## config.mk

```make
export PLATFORM = sky130hd
export DESIGN_NAME = instruction_fetch_ctrl
export DESIGN_NICKNAME = d
export VERILOG_FILES = /design/src/rtl/instruction_fetch_ctrl_pkg.sv /design/src/rtl/instruction_fetch_ctrl_fetch_fifo.sv /design/src/rtl/instruction_fetch_ctrl.sv
export SDC_FILE = /design/constraint.sdc
export NUM_CORES = 1
export LEC_CHECK = 0
export ABC_CLOCK_PERIOD_IN_PS = 8340
export CAP_MARGIN = 30
export CELL_PAD_IN_SITES_DETAIL_PLACEMENT = 0
export CELL_PAD_IN_SITES_GLOBAL_PLACEMENT = 1
export CORE_MARGIN = 1
export CORE_UTILIZATION = 51
export DETAILED_ROUTE_END_ITERATION = 8
export DONT_BUFFER_PORTS = 1
export HOLD_SLACK_MARGIN = 0.02
export PLACE_DENSITY = 0.84
export SYNTH_ARGS = -nofsm -noshare
export SYNTH_HDL_FRONTEND = slang
export SYNTH_SLANG_ARGS = --single-unit
```

## constraint.sdc

```tcl
create_clock -name clk_i -period 8.34 [get_ports clk_i]
set_input_delay 0.834 -clock clk_i [delete_from_list [all_inputs] [get_ports clk_i]]
set_output_delay 0.834 -clock clk_i [all_outputs]
set_load 0.005 [all_outputs]
```

## src/rtl/instruction_fetch_ctrl_pkg.sv

```systemverilog
// Shared types for the instruction fetch controller: bus widths, FSM states and FIFO entry.
package instruction_fetch_ctrl_pkg;

    typedef logic [31:0] word_t;
    typedef logic [15:0] half_word_t;

    typedef enum logic [1:0] {
        StReset,
        StRun,
        StHalted
    } fetch_state_t;

    localparam word_t FETCH_RESET_PC = 32'h0000_0000;

    typedef struct packed {
        word_t      pc;
        half_word_t instr;
    } fetch_entry_t;

endpackage

```

## src/rtl/instruction_fetch_ctrl_fetch_fifo.sv

```systemverilog
// Synchronous DEPTH-entry FIFO of {pc, instr}; flush beats push and pop.
module instruction_fetch_ctrl_fetch_fifo
    import instruction_fetch_ctrl_pkg::*;
#(
    parameter int unsigned DEPTH = 2
) (
    input  logic                           clk_i,
    input  logic                           reset_n_i,
    input  logic                           push_i,
    input  fetch_entry_t                   entry_i,
    input  logic                           pop_i,
    input  logic                           flush_i,
    output logic [$clog2(DEPTH + 1)-1:0]   count_o,
    output fetch_entry_t                   head_o
);

    localparam int unsigned CntW = $clog2(DEPTH + 1);
    localparam int unsigned PtrW = (DEPTH > 1) ? $clog2(DEPTH) : 1;

    typedef logic [PtrW-1:0] ptr_t;

    // Explicit wrap so non-power-of-two depths work.
    function automatic ptr_t ptr_inc(input ptr_t p);
        return (p == ptr_t'(DEPTH - 1)) ? '0 : p + ptr_t'(1);
    endfunction

    fetch_entry_t    mem_q [DEPTH];
    fetch_entry_t    mem_d [DEPTH];
    ptr_t            wr_ptr_q, wr_ptr_d;
    ptr_t            rd_ptr_q, rd_ptr_d;
    logic [CntW-1:0] count_q, count_d;

    always_comb begin
        mem_d    = mem_q;
        wr_ptr_d = wr_ptr_q;
        rd_ptr_d = rd_ptr_q;
        count_d  = count_q;
        if (flush_i) begin
            wr_ptr_d = '0;
            rd_ptr_d = '0;
            count_d  = '0;
        end else begin
            if (push_i) begin
                mem_d[wr_ptr_q] = entry_i;
                wr_ptr_d        = ptr_inc(wr_ptr_q);
            end
            if (pop_i) begin
                rd_ptr_d = ptr_inc(rd_ptr_q);
            end
            count_d = count_q + CntW'(push_i) - CntW'(pop_i);
        end
    end

    always_ff @(posedge clk_i) begin
        if (!reset_n_i) begin
            mem_q    <= '{default: '0};
            wr_ptr_q <= '0;
            rd_ptr_q <= '0;
            count_q  <= '0;
        end else begin
            mem_q    <= mem_d;
            wr_ptr_q <= wr_ptr_d;
            rd_ptr_q <= rd_ptr_d;
            count_q  <= count_d;
        end
    end

    assign count_o = count_q;
    assign head_o  = mem_q[rd_ptr_q];

endmodule

```

## src/rtl/instruction_fetch_ctrl.sv

```systemverilog
// Fetch controller: drives the PC into a one-cycle-latency instruction memory, tracks the
// single outstanding read and buffers responses for decode. Handles branch redirect and halt.
module instruction_fetch_ctrl
    import instruction_fetch_ctrl_pkg::*;
#(
    parameter int unsigned DEPTH    = 2,
    parameter word_t       RESET_PC = FETCH_RESET_PC
) (
    input  logic       clk_i,
    input  logic       reset_n_i,
    output word_t      mem_pc_o,
    input  half_word_t mem_instr_i,
    output half_word_t instr_o,
    output word_t      instr_pc_o,
    output logic       instr_valid_o,
    input  logic       decode_ready_i,
    input  logic       branch_valid_i,
    input  word_t      branch_target_i,
    input  logic       halt_i,
    output logic       halted_o
);

    localparam int unsigned CntW = $clog2(DEPTH + 1);

    fetch_state_t    state_q, state_d;
    word_t           fetch_pc_q, fetch_pc_d;
    word_t           last_pc_q, last_pc_d;
    word_t           inflight_pc_q, inflight_pc_d;
    logic            inflight_q, inflight_d;

    logic [CntW-1:0] count;
    fetch_entry_t    head;
    logic            branch, pop, push, issue, launch;
    word_t           target, occupancy, launch_pc;

    assign branch        = branch_valid_i && (state_q != StReset);
    assign target        = {branch_target_i[31:1], 1'b0};
    assign instr_valid_o = (count != '0) && (state_q != StReset);
    assign pop           = instr_valid_o && decode_ready_i && !branch;
    // A branch kills the returning read by simply not writing it.
    assign push          = inflight_q && !branch;
    // Slots that would be committed after this edge if nothing new were issued.
    assign occupancy     = 32'(count) + 32'(inflight_q) - 32'(pop);
    assign issue         = (state_q == StRun) && !halt_i && !branch && (occupancy < DEPTH);
    assign launch        = branch || issue;
    assign launch_pc     = branch ? target : fetch_pc_q;

    always_comb begin
        state_d = state_q;
        unique case (state_q)
            StReset:  state_d = StRun;
            StRun:    if (halt_i) state_d = StHalted;
            StHalted: state_d = StHalted;
            default:  state_d = StReset;
        endcase
        if (branch) begin
            state_d = StRun;
        end

        mem_pc_o      = last_pc_q;
        fetch_pc_d    = fetch_pc_q;
        last_pc_d     = last_pc_q;
        inflight_pc_d = inflight_pc_q;
        inflight_d    = 1'b0;
        if (launch) begin
            mem_pc_o      = launch_pc;
            fetch_pc_d    = launch_pc + 32'd2;
            last_pc_d     = launch_pc;
            inflight_pc_d = launch_pc;
            inflight_d    = 1'b1;
        end
    end

    always_ff @(posedge clk_i) begin
        if (!reset_n_i) begin
            state_q       <= StReset;
            fetch_pc_q    <= RESET_PC;
            last_pc_q     <= RESET_PC;
            inflight_pc_q <= '0;
            inflight_q    <= 1'b0;
        end else begin
            state_q       <= state_d;
            fetch_pc_q    <= fetch_pc_d;
            last_pc_q     <= last_pc_d;
            inflight_pc_q <= inflight_pc_d;
            inflight_q    <= inflight_d;
        end
    end

    instruction_fetch_ctrl_fetch_fifo #(
        .DEPTH (DEPTH)
    ) u_fetch_fifo (
        .clk_i     (clk_i),
        .reset_n_i (reset_n_i),
        .push_i    (push),
        .entry_i   ('{pc: inflight_pc_q, instr: mem_instr_i}),
        .pop_i     (pop),
        .flush_i   (branch),
        .count_o   (count),
        .head_o    (head)
    );

    assign instr_o    = head.instr;
    assign instr_pc_o = head.pc;
    assign halted_o   = (state_q == StHalted);

`ifndef SYNTHESIS
    assert property (@(posedge clk_i) disable iff (!reset_n_i)
        !(push && !pop && (32'(count) == DEPTH)));
`endif

endmodule

```

==> results.py <==
metrics = {
    "global_route": {
        "antenna_found_initial": 1,
        "gr-total-overflow": 0,
        "grt_pass1_vias": 6584,
        "grt_start_max_net_pins": 96,
        "grt_use_total_pct": 25.0,
        "grt_pass1_wl_mm": 35.7,
    },
    "sta": {
        "setup_tns_ns": 0,
        "hold_ws_ns": 0.450,
        "tightest_slew_ns": 0.980,
        "fin_crit_sh_pct": 59.4,
        "finalHoldViolations": 0,
        "setup_viol": 0,
        "layout_min_cycle_time_ns": 4.95,
        "fin_skew_ns": 0.0117,
        "max_clock_freq_mhz": 202,
        "slew_headroom_pct": 34.7,
        "rsz0062_at_grt": "no",
        "final-max-slew-violation-count": 0,
    },
    "place": {
        "dp.final_hpwl_mm": 14.4,
        "io_buffers": 0,
        "placed_cell_area_um2": 9190,
        "globalplace.congestion": 0.796,
        "dp.cells": 1271,
    },
    "cts": {
        "numCtsBuffers": 17,
        "cts_max_level": 4,
        "cts_tree": "done",
        "cts.sinks": 198,
        "clk_latency_ns": 0.43,
        "holdBufCountCts": 0,
        "cts_resized": 0,
        "cts_max_path_buffers": 2,
        "ctsRootBufferMaster": "clkbuf_16",
        "clk_pin_slew_ns": 0.07,
        "post_cts_buffers": 0,
    },
    "min_path": {
        "holdPathEnd": "u_fetch_fifo.mem_q[83]$_SDFFE_PN0P_",
        "holdPathStages": 2,
        "min-delay-start": "u_fetch_fifo.mem_q[83]$_SDFFE_PN0P_",
        "hold_path.class": "register to register",
    },
    "critical_path": {
        "rr_startpoint": "state_q[0]$_SDFFE_PN0P_",
        "path_class": "register to output port",
        "critPathSlowestCell": "or4_1",
        "crit_path_max_fanout": 50,
        "path_delay_family": "simple AND/OR/NAND/NOR gates",
        "rrSetupSlack_ns": 3.90,
        "path_cells": "inv_1 -> ha_1 -> or4_1 -> nand2_1 -> nand2_1 -> fa_1 -> xnor2_1 -> a31o_2 -> buf_4 -> nand3_1 -> o21a_1",
        "cp_data_arrival_time_ns": 4.12,
        "critical-path-max-stage-delay_ns": 0.57,
        "critPathBufInv": 2,
        "cp.required_ns": 7.51,
        "crit_top_cell": "nand2_1",
        "regToRegEndpoint": "fetch_pc_q[27]$_SDFFE_PN0P_",
        "cp-end-kind": "output port",
        "worstRegToRegCells": 13,
        "worstSetupStartpointType": "register",
    },
    "detailed_routing": {
        "drtIter0Drc": 496,
        "ant_nets": 0,
        "detail_route.wl_per_cell_um": 17.4,
        "via_per_inst": 5.67,
        "vias": 7383,
        "firstDrtPassIters": 4,
        "routed_wl_mm": 22.6,
        "drc": 0,
    },
    "floorplanning": {
        "num_io_pins": 135,
        "fp-row-count": 48,
        "die_area_um2": 18300,
        "start_util_pct": 52.3,
        "die_w_um": 135,
        "coreArea_um2": 17400,
        "dieHeight_um": 135,
    },
    "power_and_ir_drop": {
        "pwr_density_cell_nw_per_um2": 282,
        "leakage_nw": 3.45,
        "ir_worst_vdd_v": 0.000149,
        "totalPowerFinal_mw": 2.77,
    },
    "yosys": {
        "ys_dominant_reg_cell": "dfxtp_1",
        "synthCells": 1119,
        "ys_types": 53,
        "async_flop_share_pct": 0,
        "avgSynthCellArea_um2": 8.12,
        "ys_seq_area_share_pct": 43.6,
        "syn_nets": 1179,
        "netlist_area_um2": 9080,
        "synth_warnings": 0,
        "synth_top_cell_area_share_pct": 43.6,
        "yosys_register_bits": 198,
        "netlist_top_cells_area": "dfxtp_1 (44%), nand2_1 (12%), a21oi_1 (7.7%)",
        "synth_area_leader_cell": "dfxtp_1",
        "synth-edff-count": 0,
    },
    "run": {
        "cap_viol_max_count": 0,
    },
    "finish": {
        "layout-drive-gt1-share_pct": 10.4,
        "finalNonFillerCells": 1302,
        "syn_to_final_growth_pct": 8.03,
        "multi_input_area_um2": 4780,
        "fillers": 1695,
        "layout.nets": 1125,
        "fin_area_um2": 9810,
        "regArea_um2": 3970,
    },
    "status": {
        "status": "complete, no violations",
    },
}
## cell type report
type,count,area share [%]
Sequential cell,198,40.4
Multi-Input combinational cell,829,48.7
Clock inverter,9,1.43
Tap cell,225,2.87
Inverter,7,0.293
Clock buffer,21,4.90
Antenna cell,1,0.0255
Timing Repair Buffer,12,1.38
## cell usage in the layout, fill, tap and decap left out, types with 3 or more instances in the layout
cell type / instances
nand2_1: 281
nand3_1: 33
a21oi_1: 139
inv_1: 6
a31oi_1: 8
and4b_1: 3
dfxtp_1: 197
o31a_1: 4
o21ai_0: 25
ha_1: 6
nor3_1: 13
nor2_1: 53
and3_1: 11
mux2i_1: 21
nor4_1: 12
o211ai_1: 10
clkbuf_16: 17
mux2_2: 54
o21a_1: 15
or3_1: 11
xor2_1: 6
xnor2_1: 17
a211oi_1: 20
nand2b_1: 6
clkbuf_8: 4
and2_1: 33
buf_4: 9
bufinv_16: 3
nand4_1: 10
## per-stage QoR
| step | setup slack, ns | utilization (%) |
|---|---|---|
| after floorplan | 4.29 | - |
| after global placement | 3.76 | 52.5 |
| after detailed placement | 3.70 | 52.9 |
| after CTS | 3.36 | 56.5 |
| after global routing | 3.12 | 56.5 |
| final | 3.39 | 56.5 |
## metal layers
layer / global-route usage, % / vias up / share of wire [%]
li1: - / 3755 / -
met1: 35.7 / 3450 / 49
met2: 37.0 / 159 / 44
met3: 6.47 / 19 / 5.7
met4: 6.55 / 0 / 1.4
met5: 0 / - / 0
## registers in the layout (all words and copies together) (netlist names)
signal,cells
u_fetch_fifo.count_o,2
u_fetch_fifo.mem_q,96
last_pc_q,32
u_fetch_fifo.rd_ptr_q,1
fetch_pc_q,32
state_q,2
u_fetch_fifo.wr_ptr_q,1
inflight_pc_q,31
inflight_q,1
## synth_stat cells, types with 2 or more instances
cell / count
a211o_1: 2
a211oi_1: 20
a21oi_1: 139
a31oi_1: 8
and2_1: 33
and3_1: 12
and4b_1: 3
buf_1: 14
buf_2: 6
clkbuf_1: 63
dfxtp_1: 198
ha_1: 6
inv_1: 7
mux2_2: 54
mux2i_1: 21
nand2_1: 282
nand2b_1: 8
nand3_1: 33
nand4_1: 10
nand4b_1: 2
nor2_1: 53
nor2b_1: 3
nor3_1: 13
nor4_1: 12
nor4_2: 2
nor4_4: 2
nor4b_1: 2
o2111ai_1: 2
o211ai_1: 10
o21a_1: 15
o21ai_0: 25
o221ai_1: 2
o22ai_1: 2
o31a_1: 4
or3_1: 11
or4_1: 2
xnor2_1: 17
xor2_1: 6
## worst register-to-register path: cells and delay by family, from the launching register on
kind | cells | cell delay [ns]
buffers and inverters | 2 | 0.38
XOR/XNOR | 1 | 0.22
AND/OR/NAND/NOR | 6 | 2.33
flip-flops | 1 | 0.35
AO/OA/AOI/OAI | 1 | 0.09
adder cells (fa/ha/maj) | 2 | 0.72
multiplexers | 1 | 0.27
## report_power, final
group	internal [mW]	total [mW]	switching [mW]
Combinational	0.249	0.705	0.456
Sequential	1.10	1.20	0.102
Clock	0.506	0.868	0.362
## worst max-delay path by stage
| stage | slack [ns] | end | start | depth (start not counted) |
|---|---|---|---|---|
| floorplan | 4.29 | mem_pc_o[11] | branch_valid_i | 11 |
| global placement | 3.76 | mem_pc_o[1] | branch_valid_i | 10 |
| detailed placement | 3.70 | mem_pc_o[1] | branch_valid_i | 10 |
| CTS | 3.36 | mem_pc_o[1] | state_q[0]$_SDFFE_PN0P_ | 11 |
| global route | 3.12 | mem_pc_o[1] | state_q[0]$_SDFFE_PN0P_ | 11 |
| finish | 3.39 | mem_pc_o[1] | state_q[0]$_SDFFE_PN0P_ | 11 |
## cells by family (layout without fill, tap and decap cells)
| logic type | Yosys count | in the layout | synth area share, % |
|---|---|---|---|
| adder cells (fa/ha/maj) | 7 | 7 | 1.05 |
| XOR/XNOR | 23 | 23 | 2.22 |
| AO/OA/AOI/OAI | 237 | 237 | 15.3 |
| flip-flops | 198 | 198 | 43.6 |
| AND/OR/NAND/NOR | 484 | 484 | 24.2 |
| multiplexers | 78 | 78 | 9.53 |
| buffers and inverters | 92 | 49 | 4.01 |
| other | 0 | 1 | 0 |
No activity file was read; power rests on OpenSTA's default activity.
